**config.mk**
```make
export PLATFORM = sky130hd
export DESIGN_NAME = mc_controller
export DESIGN_NICKNAME = d
export VERILOG_FILES = /design/src/rtl/mc_controller.sv
export SDC_FILE = /design/constraint.sdc
export NUM_CORES = 1
export LEC_CHECK = 0
export BUFFER_PORTS_ARGS = -buffer_cell sky130_fd_sc_hd__buf_4
export CORE_MARGIN = 5
export CORE_UTILIZATION = 40
export CTS_CLUSTER_DIAMETER = 100
export DETAILED_ROUTE_END_ITERATION = 10
export PLACE_DENSITY = 0.71
export SYNTH_ARGS = -nofsm -noshare
export SYNTH_HDL_FRONTEND = slang
export SYNTH_SLANG_ARGS = --single-unit
```
**constraint.sdc**
```tcl
create_clock -name clk -period 2.7 [get_ports clk]
set_clock_uncertainty 0.15 [all_clocks]
set_input_delay 0.54 -clock clk [delete_from_list [all_inputs] [get_ports clk]]
set_output_delay 0.54 -clock clk [all_outputs]
set_load 0.1 [all_outputs]
```
**src/rtl/mc_controller.sv**
```systemverilog
// mc_controller: main control FSM of the RV32I multi-cycle core.
// Drives all datapath enables/selects from the latched instruction fields
// and ALU flags, and owns the memory handshake (mem_ready stall + timeout).
//
// Ports:
//   clk, reset (async, active-low)
//   op, funct3, funct7b5     : latched instruction fields
//   Zero, branch_lesser      : ALU flags for branch resolution
//   mem_ready                : memory access completes this cycle
//   PCWrite, AdrSrc, IRWrite, MemWrite, RegWrite,
//   ImmSrc, AluSrcA, AluSrcB, ALUControl, ResultSrc : datapath controls
//   instr_retired            : pulse on the last state of each instruction
//   halted                   : high while in HALT
//
// Parameters: MAX_WAIT (0 = no timeout), CNT_W (wait counter width).
// Optional macro ILLEGAL_TRAP_EN: unknown ops and unsupported branch
// funct3 values halt the core instead of retiring as NOP / not-taken.
module mc_controller #(
   parameter int MAX_WAIT = 0,
   parameter int CNT_W    = 8
) (
   input  logic       clk,
   input  logic       reset,
   input  logic [6:0] op,
   input  logic [2:0] funct3,
   input  logic       funct7b5,
   input  logic       Zero,
   input  logic       branch_lesser,
   input  logic       mem_ready,
   output logic       PCWrite,
   output logic       AdrSrc,
   output logic       IRWrite,
   output logic       MemWrite,
   output logic       RegWrite,
   output logic [1:0] ImmSrc,
   output logic [1:0] AluSrcA,
   output logic [1:0] AluSrcB,
   output logic [2:0] ALUControl,
   output logic [1:0] ResultSrc,
   output logic       instr_retired,
   output logic       halted
);

   localparam logic [3:0] S_FETCH    = 4'd0;
   localparam logic [3:0] S_DECODE   = 4'd1;
   localparam logic [3:0] S_MEMADR   = 4'd2;
   localparam logic [3:0] S_MEMREAD  = 4'd3;
   localparam logic [3:0] S_MEMWB    = 4'd4;
   localparam logic [3:0] S_MEMWRITE = 4'd5;
   localparam logic [3:0] S_EXECR    = 4'd6;
   localparam logic [3:0] S_EXECI    = 4'd7;
   localparam logic [3:0] S_ALUWB    = 4'd8;
   localparam logic [3:0] S_BRANCH   = 4'd9;
   localparam logic [3:0] S_JAL      = 4'd10;
   localparam logic [3:0] S_HALT     = 4'd11;

   localparam logic [6:0] OP_LOAD  = 7'b0000011;
   localparam logic [6:0] OP_STORE = 7'b0100011;
   localparam logic [6:0] OP_R     = 7'b0110011;
   localparam logic [6:0] OP_I     = 7'b0010011;
   localparam logic [6:0] OP_BR    = 7'b1100011;
   localparam logic [6:0] OP_JAL   = 7'b1101111;

   localparam logic [2:0] ALU_ADD = 3'b000;
   localparam logic [2:0] ALU_SUB = 3'b001;
   localparam logic [2:0] ALU_AND = 3'b010;
   localparam logic [2:0] ALU_OR  = 3'b011;
   localparam logic [2:0] ALU_XOR = 3'b100;
   localparam logic [2:0] ALU_SLT = 3'b101;

   // Timeout fires on the cycle the wait count would reach MAX_WAIT.
   localparam logic [CNT_W-1:0] WAIT_LAST =
      CNT_W'(MAX_WAIT == 0 ? 0 : MAX_WAIT - 1);

   logic [3:0]       state, nxt;
   logic [CNT_W-1:0] cnt;
   logic             waiting;
   logic             timeout;
   logic             taken;

   logic       pcw, adr, irw, mw, rw, ret, hlt;
   logic [1:0] imm, sa, sb, rs;
   logic [2:0] alu;

   function automatic logic [2:0] alu_dec(input logic [2:0] f3,
                                          input logic       f7,
                                          input logic       is_r);
      logic [2:0] a;
      a = ALU_ADD;
      case (f3)
         3'b000:  a = (is_r && f7) ? ALU_SUB : ALU_ADD;
         3'b100:  a = ALU_XOR;
         3'b110:  a = ALU_OR;
         3'b111:  a = ALU_AND;
         3'b010:  a = ALU_SLT;
         default: a = ALU_ADD;
      endcase
      return a;
   endfunction

   assign waiting = ((state == S_FETCH) || (state == S_MEMREAD) ||
                     (state == S_MEMWRITE)) && !mem_ready;
   assign timeout = (MAX_WAIT != 0) && !mem_ready && (cnt == WAIT_LAST);

   always_comb begin
      taken = 1'b0;
      case (funct3)
         3'b000:  taken = Zero;
         3'b001:  taken = !Zero;
         3'b100:  taken = branch_lesser;
         3'b101:  taken = !branch_lesser;
         default: taken = 1'b0;
      endcase
   end

`ifdef ILLEGAL_TRAP_EN
   logic br_legal;
   assign br_legal = (funct3 == 3'b000) || (funct3 == 3'b001) ||
                     (funct3 == 3'b100) || (funct3 == 3'b101);
`endif

   always_comb begin
      nxt = state;
      pcw = 1'b0;
      adr = 1'b0;
      irw = 1'b0;
      mw  = 1'b0;
      rw  = 1'b0;
      ret = 1'b0;
      hlt = 1'b0;
      imm = 2'b00;
      sa  = 2'b00;
      sb  = 2'b00;
      rs  = 2'b00;
      alu = ALU_ADD;
      unique case (state)
         S_FETCH: begin
            sb = 2'b10;
            rs = 2'b10;
            if (mem_ready) begin
               irw = 1'b1;
               pcw = 1'b1;
               nxt = S_DECODE;
            end else if (timeout) begin
               nxt = S_HALT;
            end
         end
         S_DECODE: begin
            sa  = 2'b01;
            sb  = 2'b01;
            imm = (op == OP_JAL) ? 2'b11 : 2'b10;
            case (op)
               OP_LOAD, OP_STORE: nxt = S_MEMADR;
               OP_R:              nxt = S_EXECR;
               OP_I:              nxt = S_EXECI;
               OP_BR:             nxt = S_BRANCH;
               OP_JAL:            nxt = S_JAL;
               default: begin
`ifdef ILLEGAL_TRAP_EN
                  nxt = S_HALT;
`else
                  nxt = S_FETCH;
                  ret = 1'b1;
`endif
               end
            endcase
         end
         S_MEMADR: begin
            sa  = 2'b10;
            sb  = 2'b01;
            imm = (op == OP_STORE) ? 2'b01 : 2'b00;
            nxt = (op == OP_STORE) ? S_MEMWRITE : S_MEMREAD;
         end
         S_MEMREAD: begin
            adr = 1'b1;
            if (mem_ready) nxt = S_MEMWB;
            else if (timeout) nxt = S_HALT;
         end
         S_MEMWB: begin
            rs  = 2'b01;
            rw  = 1'b1;
            ret = 1'b1;
            nxt = S_FETCH;
         end
         S_MEMWRITE: begin
            adr = 1'b1;
            mw  = 1'b1;
            if (mem_ready) begin
               ret = 1'b1;
               nxt = S_FETCH;
            end else if (timeout) begin
               nxt = S_HALT;
            end
         end
         S_EXECR: begin
            sa  = 2'b10;
            alu = alu_dec(funct3, funct7b5, 1'b1);
            nxt = S_ALUWB;
         end
         S_EXECI: begin
            sa  = 2'b10;
            sb  = 2'b01;
            alu = alu_dec(funct3, funct7b5, 1'b0);
            nxt = S_ALUWB;
         end
         S_ALUWB: begin
            rw  = 1'b1;
            ret = 1'b1;
            nxt = S_FETCH;
         end
         S_BRANCH: begin
            sa  = 2'b10;
            alu = ALU_SUB;
            nxt = S_FETCH;
`ifdef ILLEGAL_TRAP_EN
            if (!br_legal) begin
               nxt = S_HALT;
            end else begin
               pcw = taken;
               ret = 1'b1;
            end
`else
            pcw = taken;
            ret = 1'b1;
`endif
         end
         S_JAL: begin
            sa  = 2'b01;
            sb  = 2'b10;
            pcw = 1'b1;
            nxt = S_ALUWB;
         end
         S_HALT: begin
            hlt = 1'b1;
         end
         default: nxt = S_FETCH;
      endcase
   end

   always_ff @(posedge clk or negedge reset) begin
      if (!reset) begin
         state <= S_FETCH;
         cnt   <= '0;
      end else begin
         state <= nxt;
         // Non-wait states always leave the counter at zero, so every
         // entry into a wait state starts from a cleared count.
         cnt   <= waiting ? cnt + 1'b1 : '0;
      end
   end

   // Gate every output with reset so nothing glitches while it is low.
   assign PCWrite       = reset & pcw;
   assign AdrSrc        = reset & adr;
   assign IRWrite       = reset & irw;
   assign MemWrite      = reset & mw;
   assign RegWrite      = reset & rw;
   assign instr_retired = reset & ret;
   assign halted        = reset & hlt;
   assign ImmSrc        = reset ? imm : 2'b00;
   assign AluSrcA       = reset ? sa  : 2'b00;
   assign AluSrcB       = reset ? sb  : 2'b00;
   assign ALUControl    = reset ? alu : ALU_ADD;
   assign ResultSrc     = reset ? rs  : 2'b00;

endmodule

```
Yosys cells after proc, flatten, opt, wreduce, memory -nomap -nowiden

Index checks and enable logic that the tools add are counted.

Output and inout bits: 18
Register bits: 4
Input port bits: 16
Logic and storage cells: 81

Eq/ne operators: 26
Bitwise gates (word level): 8
Reductions and logical operators: 15
Muxes and demuxes: 31

Operator list:

| kind               | count |
|---|---|
| $pmux 4 s7         | 1 |
| $pmux 4 s5         | 1 |
| $eq 4x3->1 const B | 4 |
| $eq 4x4->1 const B | 4 |
| $pmux 2 s2         | 4 |
| $pmux 3 s5         | 1 |
| $eq 7x6->1 const B | 2 |
| $eq 7x7->1 const B | 2 |
| $eq 3x3->1 const B | 4 |
| $mux 4             | 3 |
| $pmux 3 s4         | 1 |
| $mux 1             | 10 |
| $reduce_or 2->1    | 5 |
| $pmux 3 s3         | 1 |
| $reduce_or 3->1    | 3 |
| $eq 4x2->1 const B | 2 |
| $mux 2             | 4 |
| $and 1x1->1        | 7 |
| $eq 7x2->1 const B | 1 |
| $eq 7x5->1 const B | 1 |
| $mux 3             | 2 |
| $ne 2x2->1 const B | 3 |
| $pmux 1 s3         | 2 |
| $reduce_or 6->1    | 1 |
| 10 further kinds   | 11 |

Logic depth before layout (Yosys ltp)

Depth in word-level cells: 5
Gate-level depth with buffers: 6
Mapped depth without buffers: 4

Worst setup path before layout

OpenSTA, ideal clock, no wires.

Kind: reg-to-output
Start: register state[0]
End: output IRWrite
Arrival time: 3,765 ps
Cell stages (with the launch flop): 6
Data required time: 2,010 ps
Path buffers: 1
Slack: -1,755 ps
Cells stage by stage: dfrtp_1 > buf_4 > inv_1 > nand3_1 > nor3_1 > and2_1

Cells in the longest elaborated chain, start to end: 3

RTL lines:

| element                  | line | RTL |
|---|---|---|
| start: declaration       | 75   | `logic [3:0] state, nxt;` |
| start signal: assignment | 245  | `state <= nxt;` |
| $logic_not 4->1          | 136  | `unique case (state)` |
| $mux 1                   | 136  |  |
| $and 1x1->1              | 255  | `assign IRWrite = reset & irw;` |
| end: declaration         | 32   | `output logic IRWrite,` |

No other way between the ends.

Worst setup path after layout

Start: register state[0]
End: output ImmSrc[0]

Cells in the longest elaborated chain, start to end: 3
Elaborated cells on any way between the ends: 4
Those cells by class: 2 x eq/ne; 2 x mux

RTL lines:

| element                                  | line | RTL |
|---|---|---|
| $eq 4x2->1 or $eq 4x1->1 (tied branches) | 136  |  |
| $pmux 2 s2 *                             | 136  |  |
| $mux 2 *                                 | 260  | `assign ImmSrc = reset ? imm : 2'b00;` |
| end: declaration                         | 35   | `output logic [1:0] ImmSrc,` |

Every way passes the cells marked *; elsewhere a longest branch is shown, timed or not.

==> flow_summary.json <==
{
  "outcome": "finished clean",
  "p_comb_share_pct": 80.7,
  "synthAdderAreaFrac_pct": 0,
  "nFillCells": 170,
  "core-area_mm2": 0.00171,
  "ir_drop_mv": 0.414,
  "place.gp.congestion": 0.866,
  "drtPass1Iterations": 4,
  "grt_max_degree": 18,
  "dieArea_mm2": 0.00274,
  "end_kind": "primary output",
  "critPathRequiredTime_ps": 2010,
  "relSlewSlack_pct": 73.6,
  "antenna_cells": 0,
  "async_flop_share_pct": 100,
  "power.internal_mw": 0.331,
  "largestRegisters": "state x4",
  "netlist_instances": 102,
  "power_frac_clock_pct": 8.2,
  "power.switching_mw": 0.581,
  "grt.overflow.total": 0,
  "finish.utilization_pct": 62.0,
  "antenna_found_initial": 0,
  "drive_gt1_share_pct": 42.2,
  "grt_usage_pct": 16.9,
  "io-pin-count": 34,
  "synth_top_family_by_area": "simple AND/OR/NAND/NOR gates",
  "clk_pin_slew_ps": 40,
  "portBuffers": 33,
  "routed_via_density": 5.53,
  "layoutNonFillerInstCount": 160,
  "slew_viol_final": 0,
  "grt_first_pass_wirelength_mm": 3.53,
  "synth_warnings": 0,
  "fp.dieW_um": 52.4,
  "start_util_pct": 42.1,
  "postRouteAntennaNets": 0,
  "hold_viol_final": 0,
  "worstPathArrival_ps": 1860,
  "synthMuxAreaShare_pct": 2.79,
  "syn_nets": 118,
  "pwr-share-seq_pct": 11.1,
  "clockBufferDepth": 2,
  "rows": 15,
  "regMostFlops": "state",
  "critical_path_class": "reg -> out",
  "hold_class": "in -> reg",
  "syn-cell-area_um2": 718,
  "synth_compound_area_share_pct": 20.6,
  "ys_seq_elements": 4,
  "routedWlPerCell_um": 13.8,
  "area_growth_pct": 47.4,
  "powerDensity_mw_per_mm2": 862,
  "hpwl_mm": 1.72,
  "insertion_delay_ps": 240,
  "crit_path_start_kind": "flip-flop",
  "finalCritPeriodShare_pct": 94.4,
  "drt_iter0_markers": 31,
  "cts_tree": "built",
  "route.detailed.drc": 0,
  "yosysTopAreaCell": "dfrtp_1",
  "nets": 153,
  "max_freq_mhz": 392,
  "yosysSeqAreaShare_pct": 13.9,
  "cts_setup_buffers": 0,
  "synth-edff-count": 0,
  "syn_area_per_cell_um2": 7.04,
  "power.share.switching_pct": 63.7,
  "drt-total-wl_mm": 2.21,
  "netlist.area_leader.share_pct": 13.9,
  "synthSimpleGateAreaFrac_pct": 47.7,
  "numCtsBuffers": 3,
  "rsz0062_at_grt": "false",
  "ys.flop_type": "dfrtp_1",
  "cts_max_level": 1,
  "placed_cells_incl_taps": 156,
  "grt_pass1_vias": 834,
  "synth_area_leaders": "dfrtp_1 14%, nand2b_1 7.0%, nor2_1 6.3%",
  "crit_fanout": 12,
  "timing.final.crit_period_ps": 2550,
  "chipHeight_um": 52.4,
  "largest_reg_flops": 4,
  "yosysMostFrequentCell": "nor2_1",
  "yosysUniqueCellTypes": 39,
  "clockRootBuffer": "clkbuf_4",
  "setup_viol": 0,
  "yosys.area_share.xor_xnor_pct": 6.10,
  "max_cap_viol_count": 0,
  "leakage_nw": 0.465,
  "tightest_slew_ps": 393,
  "vias": 885,
  "cts.sinks": 4,
  "synthTopCellsByCount": "12 x nor2_1, 8 x nand2_1, 8 x nand2b_1, 7 x nor2b_1"
}
repair_timing:
action | in CTS | in global routing
endpoints found under the setup margin | 0 | 1
hold buffers | 1 | 0
hold endpoints to repair | 4 | 0
gates resized for setup | 0 | 2
critical path, stage by stage (launching register included):
cell and delay, ps:
dfrtp_1 430, buf_4 210, nand2b_1 160, nor3_1 240
a32oi_1 160, nor2b_2 120, buf_4 290
stage by stage:
stage	setup TNS (ps)	hold slack, ps	area, µm²	power (mW)	setup WS, ps
6_report	0	481	1060	0.913	152
5_1_grt	0	496	1060	0.965	58.3
4_1_cts	0	468	1060	0.918	106
3_5_place_dp	0	235	1020	0.837	276
3_3_place_gp	0	232	1020	0.829	299
2_1_floorplan	-707	94.4	778	0.702	-408
path summary, 6_finish.rpt:
path	startpoint	to	slack (ps)	depth (start not counted)
max	state[0]	ImmSrc[0]	150	6
min	op[6]	state[1]	480	3
max reg2reg	state[0]	state[0]	1170	5
min reg2reg	state[3]	state[2]	540	1
max in group asynchronous	reset	state[2]	1590	2
min in group asynchronous	reset	state[1]	620	2
cell type report:
type                       count  area, µm²  area share, %
multi-input combinational     89        614           58.0
timing repair buffer          37        280           26.5
sequential                     4        103           9.69
tap                           25       31.3           2.96
clock buffer                   3       22.5           2.13
inverter                       2       7.51          0.709
kinds of logic (layout without fill, tap and decap cells):
group / Yosys count / count (layout)
xor gates and xnor gates: 5 / 5
DFF: 4 / 4
AOI/OAI and AO/OA: 20 / 20
buffers and inverters: 9 / 42
muxes: 2 / 2
and+or+nand+nor: 62 / 62
power by group through the flow:
stage	logic, mW	registers, mW	clock network [mW]
floorplan	0.614	0.0883	0
global placement	0.728	0.101	0
detailed placement	0.735	0.102	0
CTS	0.738	0.101	0.0793
global route	0.774	0.105	0.0850
finish	0.737	0.101	0.0749
cell usage in the layout (no fill, tap or decap), types with 2 or more instances in the layout:
cell type | Yosys | layout
mux2i_1 | 2 | 2
clkbuf_4 | 0 | 3
nor2b_2 | 0 | 2
dfrtp_1 | 4 | 2
nor3_4 | 0 | 2
buf_4 | 2 | 36
inv_1 | 2 | 2
nor3_1 | 6 | 3
nand2b_1 | 8 | 8
dfrtp_2 | 0 | 2
o21ai_0 | 3 | 3
nand2_1 | 8 | 8
nand3_1 | 6 | 6
xor2_1 | 2 | 2
nor2b_1 | 7 | 5
nor4_1 | 2 | 2
nand4_1 | 2 | 2
xnor2_1 | 3 | 3
nand3b_1 | 2 | 2
a21oi_1 | 5 | 4
nor2_2 | 0 | 4
nor2_1 | 12 | 8
layer usage:
metal,GRT usage (%),vias up,share of wire (%)
li1,-,437,-
met1,21.8,410,43
met2,28.7,36,51
met3,3.70,2,5.6
met4,3.40,0,0.45
met5,0,-,0
Note: power is estimated with default switching activity, not from simulation.
